$ cat src/rtl/random_drop_spawner.sv
`default_nettype none
// ----------------------------------------------------------------------------
// random_drop_spawner : arms, spawns and drops one falling bonus object
// Revision 1.0
// ----------------------------------------------------------------------------
module random_drop_spawner #(
  parameter int SIZE_BITS    = 8,
  parameter int X_MIN        = 0,
  parameter int X_MAX        = 607,
  parameter int Y_START      = 0,
  parameter int Y_END        = 479,
  parameter int FALL_SPEED   = 2,
  parameter int DELAY_FRAMES = 120
) (
  input  logic                 clk,
  input  logic                 resetN,
  input  logic                 startOfFrame,
  input  logic [SIZE_BITS-1:0] rand_val,
  input  logic                 spawn_enable,
  input  logic                 caught,
  output logic                 drop_active,
  output logic [10:0]          topLeftX,
  output logic [10:0]          topLeftY,
  output logic                 caught_pulse,
  output logic                 missed_pulse
);

  localparam int RANGE = X_MAX - X_MIN + 1;
  localparam int PW    = SIZE_BITS + 11;
  localparam int CNT_W = (DELAY_FRAMES > 1) ? $clog2(DELAY_FRAMES) : 1;

  typedef enum logic [1:0] {
    IDLE = 2'd0,
    WAIT = 2'd1,
    FALL = 2'd2
  } state_t;

  state_t           state_q, state_d;
  logic [CNT_W-1:0] delay_cnt_q, delay_cnt_d;
  logic [10:0]      x_q, x_d;
  logic [10:0]      y_q, y_d;
  logic             caught_pulse_q, caught_pulse_d;
  logic             missed_pulse_q, missed_pulse_d;

  logic [PW-1:0]    prod;
  logic [PW-1:0]    prod_shifted;
  logic [10:0]      spawn_x;
  logic [11:0]      y_step;
  logic             past_bottom;

  // Full-width product keeps the scaled column inside [X_MIN, X_MAX].
  assign prod         = PW'(rand_val) * PW'(RANGE);
  assign prod_shifted = prod >> SIZE_BITS;
  assign spawn_x      = 11'(prod_shifted) + 11'(X_MIN);
  assign y_step       = {1'b0, y_q} + 12'(FALL_SPEED);
  assign past_bottom  = (y_step > 12'(Y_END));

  always_comb begin
    state_d        = state_q;
    delay_cnt_d    = delay_cnt_q;
    x_d            = x_q;
    y_d            = y_q;
    caught_pulse_d = 1'b0;
    missed_pulse_d = 1'b0;
    case (state_q)
      IDLE: begin
        if (spawn_enable) begin
          delay_cnt_d = '0;
          state_d     = WAIT;
        end
      end
      WAIT: begin
        if (!spawn_enable) begin
          state_d = IDLE;
        end else if (startOfFrame) begin
          if (delay_cnt_q == CNT_W'(DELAY_FRAMES - 1)) begin
            x_d     = spawn_x;
            y_d     = 11'(Y_START);
            state_d = FALL;
          end else begin
            delay_cnt_d = delay_cnt_q + 1'b1;
          end
        end
      end
      FALL: begin
        // A catch outranks a bottom-exceeding tick in the same cycle.
        if (caught) begin
          caught_pulse_d = 1'b1;
          delay_cnt_d    = '0;
          state_d        = spawn_enable ? WAIT : IDLE;
        end else if (startOfFrame) begin
          if (past_bottom) begin
            missed_pulse_d = 1'b1;
            delay_cnt_d    = '0;
            state_d        = spawn_enable ? WAIT : IDLE;
          end else begin
            y_d = y_step[10:0];
          end
        end
      end
      default: state_d = IDLE;
    endcase
  end

  always_ff @(posedge clk or negedge resetN) begin
    if (!resetN) begin
      state_q        <= IDLE;
      delay_cnt_q    <= '0;
      x_q            <= 11'(X_MIN);
      y_q            <= 11'(Y_START);
      caught_pulse_q <= 1'b0;
      missed_pulse_q <= 1'b0;
    end else begin
      state_q        <= state_d;
      delay_cnt_q    <= delay_cnt_d;
      x_q            <= x_d;
      y_q            <= y_d;
      caught_pulse_q <= caught_pulse_d;
      missed_pulse_q <= missed_pulse_d;
    end
  end

  assign drop_active  = (state_q == FALL);
  assign topLeftX     = x_q;
  assign topLeftY     = y_q;
  assign caught_pulse = caught_pulse_q;
  assign missed_pulse = missed_pulse_q;

endmodule
`default_nettype wire
$ cat config.mk
export PLATFORM = sky130hd
export DESIGN_NAME = random_drop_spawner
export DESIGN_NICKNAME = d
export VERILOG_FILES = /design/src/rtl/random_drop_spawner.sv
export SDC_FILE = /design/constraint.sdc
export NUM_CORES = 1
export LEC_CHECK = 0
export ABC_AREA = 1
export CAP_MARGIN = 20
export CORE_MARGIN = 10
export CORE_UTILIZATION = 60
export CTS_CLUSTER_DIAMETER = 200
export DETAILED_ROUTE_END_ITERATION = 10
export DONT_BUFFER_PORTS = 1
export PLACE_DENSITY = 0.8
export SKIP_LAST_GASP = 1
export SLEW_MARGIN = 15
export SYNTH_ARGS = -nofsm -noshare
export SYNTH_HDL_FRONTEND = slang
export SYNTH_SLANG_ARGS = --single-unit
$ cat constraint.sdc
create_clock -name clk -period 4.4 [get_ports clk]
set_clock_uncertainty 0.2 [all_clocks]
set_input_delay 0.88 -clock clk [delete_from_list [all_inputs] [get_ports clk]]
set_output_delay 0.88 -clock clk [all_outputs]
set_load 0.03 [all_outputs]
==> results by group <==
Status
  – Outcome: finished, final reports clean

Detailed routing
  – WL/cell: approximately 14 um
  – 1st-iter DRT viols: around 80
  – Vias: around 1900
  – Antenna Violating Nets Remaining: 0
  – Total wire length: around 4.8 mm
  – DRC: 0
  – First drt pass iteration count: 4
  – Vias per inst: ~5.4

Synth
  – Netlist cell types: 33
  – Synth Warn #: 0
  – Avg Cell Area, Syn: between 7 and 8 sq um
  – Post-synthesis register bit count: 31
  – Synth Cell Area: ~2300 sq um
  – Seq/Total Area, Yosys: 33.9%
  – Synth Instances: a little under 300

Finish
  – Fill cell count: 347
  – Diode count: 0
  – Register Area: 776 sq um
  – Commonest non-fill, non-tap cell in the layout: nand2_1
  – Layout overhead on the synthesized area: 5.08%
  – Multi-input gate area: about 1300 sq um
  – Layout cells sized above 1: under 10%
  – Most frequent cells in the layout: nand2_1, inv_1, dfrtp_1, nor2_1, nand3_1
  – Final #Nets: between 300 and 400
  – Fin cells: between 300 and 400

Place
  – DP Wirelength: between 3 and 4 mm
  – Routability Congestion: between 0.9 and 1
  – Port Buf Inserts: 0
  – Placed instance count: ~340
  – Pre-CTS setup slack: 1.15 ns

Global route
  – Largest net degree at the start of global routing: 32
  – GRT Resource Usage Total: between 10% and 20%
  – Vias in the first global route: between 1500 and 2000
  – First-pass GRT wire length: 8.16 mm
  – Total grt overflow: 0
  – Initial antenna violation count: 0

Clocking
  – Post-CTS Resized: 0
  – CTS tree: done
  – Clock Sink Count: 31
  – Worst-skew pair later-pin latency: 0.28 ns
  – CTS clock-pin slew for the worst setup and hold paths: approximately 0.060 ns
  – Root cell of the clock tree: clkbuf_8
  – CTS Hold Bufs: 0
  – Setup Fix Bufs, Post-CTS: 0
  – H-tree Lvls: 2
  – CTS buffer count: 5
  – Clock Path Buffers: 2

Timing
  – Min cycle time layout: 2.96 ns
  – Final number of hold-violating endpoints: 0
  – Fin worst setup slack: ~1.4 ns
  – Final setup TNS: 0 ns
  – Slew @ Worst Pin: between 0.7 and 0.8 ns
  – Max Fclk: 338 MHz
  – Slew HR: a little over half
  – RSZ-0062 raised after global routing: no
  – Slew Viols, Final: 0
  – Fin crit share: around 67%
  – Fin Hold WS: ~0.091 ns
  – Count of final setup violators: 0

Setup path
  – Kind of cell adding the most delay to the critical path: adder cells
  – R2R cell count: 12
  – RR Endpoint: delay_cnt_q[5]$_DFFE_PN0P_
  – Worst Path Buf+Inv: 2
  – WS Path Type: in -> reg
  – Slowest CP cell: fa_1
  – Flop-to-flop setup slack: between 2 and 2.5 ns
  – CP Cell Sequence: ha_1 -> inv_1 -> fa_1 -> inv_1 -> ha_1 -> nand2_1 -> o21ai_0 -> nor2_1 -> o21bai_1 -> nand2_1 -> nand2_1 -> o21ai_0
  – CP arrival: 2.92 ns
  – Startpoint Class: input pin
  – CP max FO: 5
  – RR Startpoint: topLeftY[1]$_DFFE_PN0P_
  – CP endpoint kind: flip-flop
  – Critical Path Max Stage Delay: just under 0.5 ns
  – Cell mode on critical path: nand2_1
  – Worst EP required: around 4.4 ns

Die
  – Core Area: 3690 sq um
  – Die Ht: approximately 80 um
  – Ports: 38
  – Row count: 22
  – Starting Density: ~62%
  – Die Width: between 80 and 90 um
  – Die ar.: ~6700 sq um

Power and ir drop
  – PwrDens: approximately 320 nW/um^2
  – Maximum vdd drop: around 0.19 mV
  – Leak pwr: 0.00125 uW

Min path
  – Worst hold path class: in -> async

Flow run
  – Max-Cap Viols: 0
## area by class of cell
type	count	area share [%]
clock buffers	7	3.17
clock inverters	1	0.208
inverters	37	5.77
multi-input cells	225	55.8
flip-flops and latches	31	32.2
well taps	48	2.49
repair buffers	1	0.312
## worst max-delay path by stage
stage | start | endpoint | slack (ns) | cells after the start
after floorplan | rand_val[2] | topLeftX[6]$_DFFE_PN0P_ | 1.29 | 12
after global placement | rand_val[2] | topLeftX[6]$_DFFE_PN0P_ | 1.21 | 12
after detailed placement | rand_val[2] | topLeftX[6]$_DFFE_PN0P_ | 1.15 | 12
after CTS | rand_val[2] | topLeftX[6]$_DFFE_PN0P_ | 1.45 | 12
after global routing | rand_val[2] | topLeftX[6]$_DFFE_PN0P_ | 1.25 | 12
final | rand_val[2] | topLeftX[6]$_DFFE_PN0P_ | 1.44 | 12
## cells by family (layout without fill, tap and decap cells)
kind of cell,count (synthesis),count (layout),synth area share (%)
AO/OA/AOI/OAI,30,30,8.52
XOR/XNOR,8,8,3.06
adder cells (fa/ha/maj),24,24,14.4
buffers and inverters,42,46,7.65
flip-flops,31,31,33.9
other,1,2,0.164
AND/OR/NAND/NOR,161,161,32.3
## metal layers
layer	GRT usage [%]	wire [um]	up-vias
li1	-	-	971
met1	17.3	2070	858
met2	25.9	2240	41
met3	6.33	438	6
met4	4.08	45	0
met5	0	0	-
## cells in the mapped netlist (all sizes together)
cell type / count / area (sq um)
nand2: 85 / 327
inv: 37 / 139
dfrtp: 31 / 776
nor2: 30 / 130
nand3: 28 / 175
ha: 20 / 250
o21ai: 13 / 68.8
nand4: 10 / 68.8
a21oi: 9 / 56.3
nor3: 8 / 40.0
buf: 5 / 36.3
fa: 4 / 80.1
xnor2: 4 / 35.0
xor2: 4 / 35.0
o21bai: 3 / 22.5
o31ai: 2 / 20.0
a21o: 1 / 7.51
a31oi: 1 / 12.5
conb: 1 / 3.75
o211ai: 1 / 7.51
## registers in the layout (all words and copies together) (netlist names)
name	count
state_q	2
topLeftY	10
caught_pulse	1
missed_pulse	1
topLeftX	10
delay_cnt_q	7
## power by group
group	internal (uW)	switching [uW]	total (uW)
Clock	111	102	213
Combinational	83.8	139	223
Sequential	306	33.5	339
## through the flow
stage	total power, uW	instance area [sq um]	utilization [%]
2_1_floorplan	520	2290	-
3_3_place_gp	562	2330	63.1
3_5_place_dp	565	2330	63.1
4_1_cts	781	2410	65.3
5_1_grt	840	2410	65.3
6_report	775	2410	65.3
(Power assumes the default switching activity.)
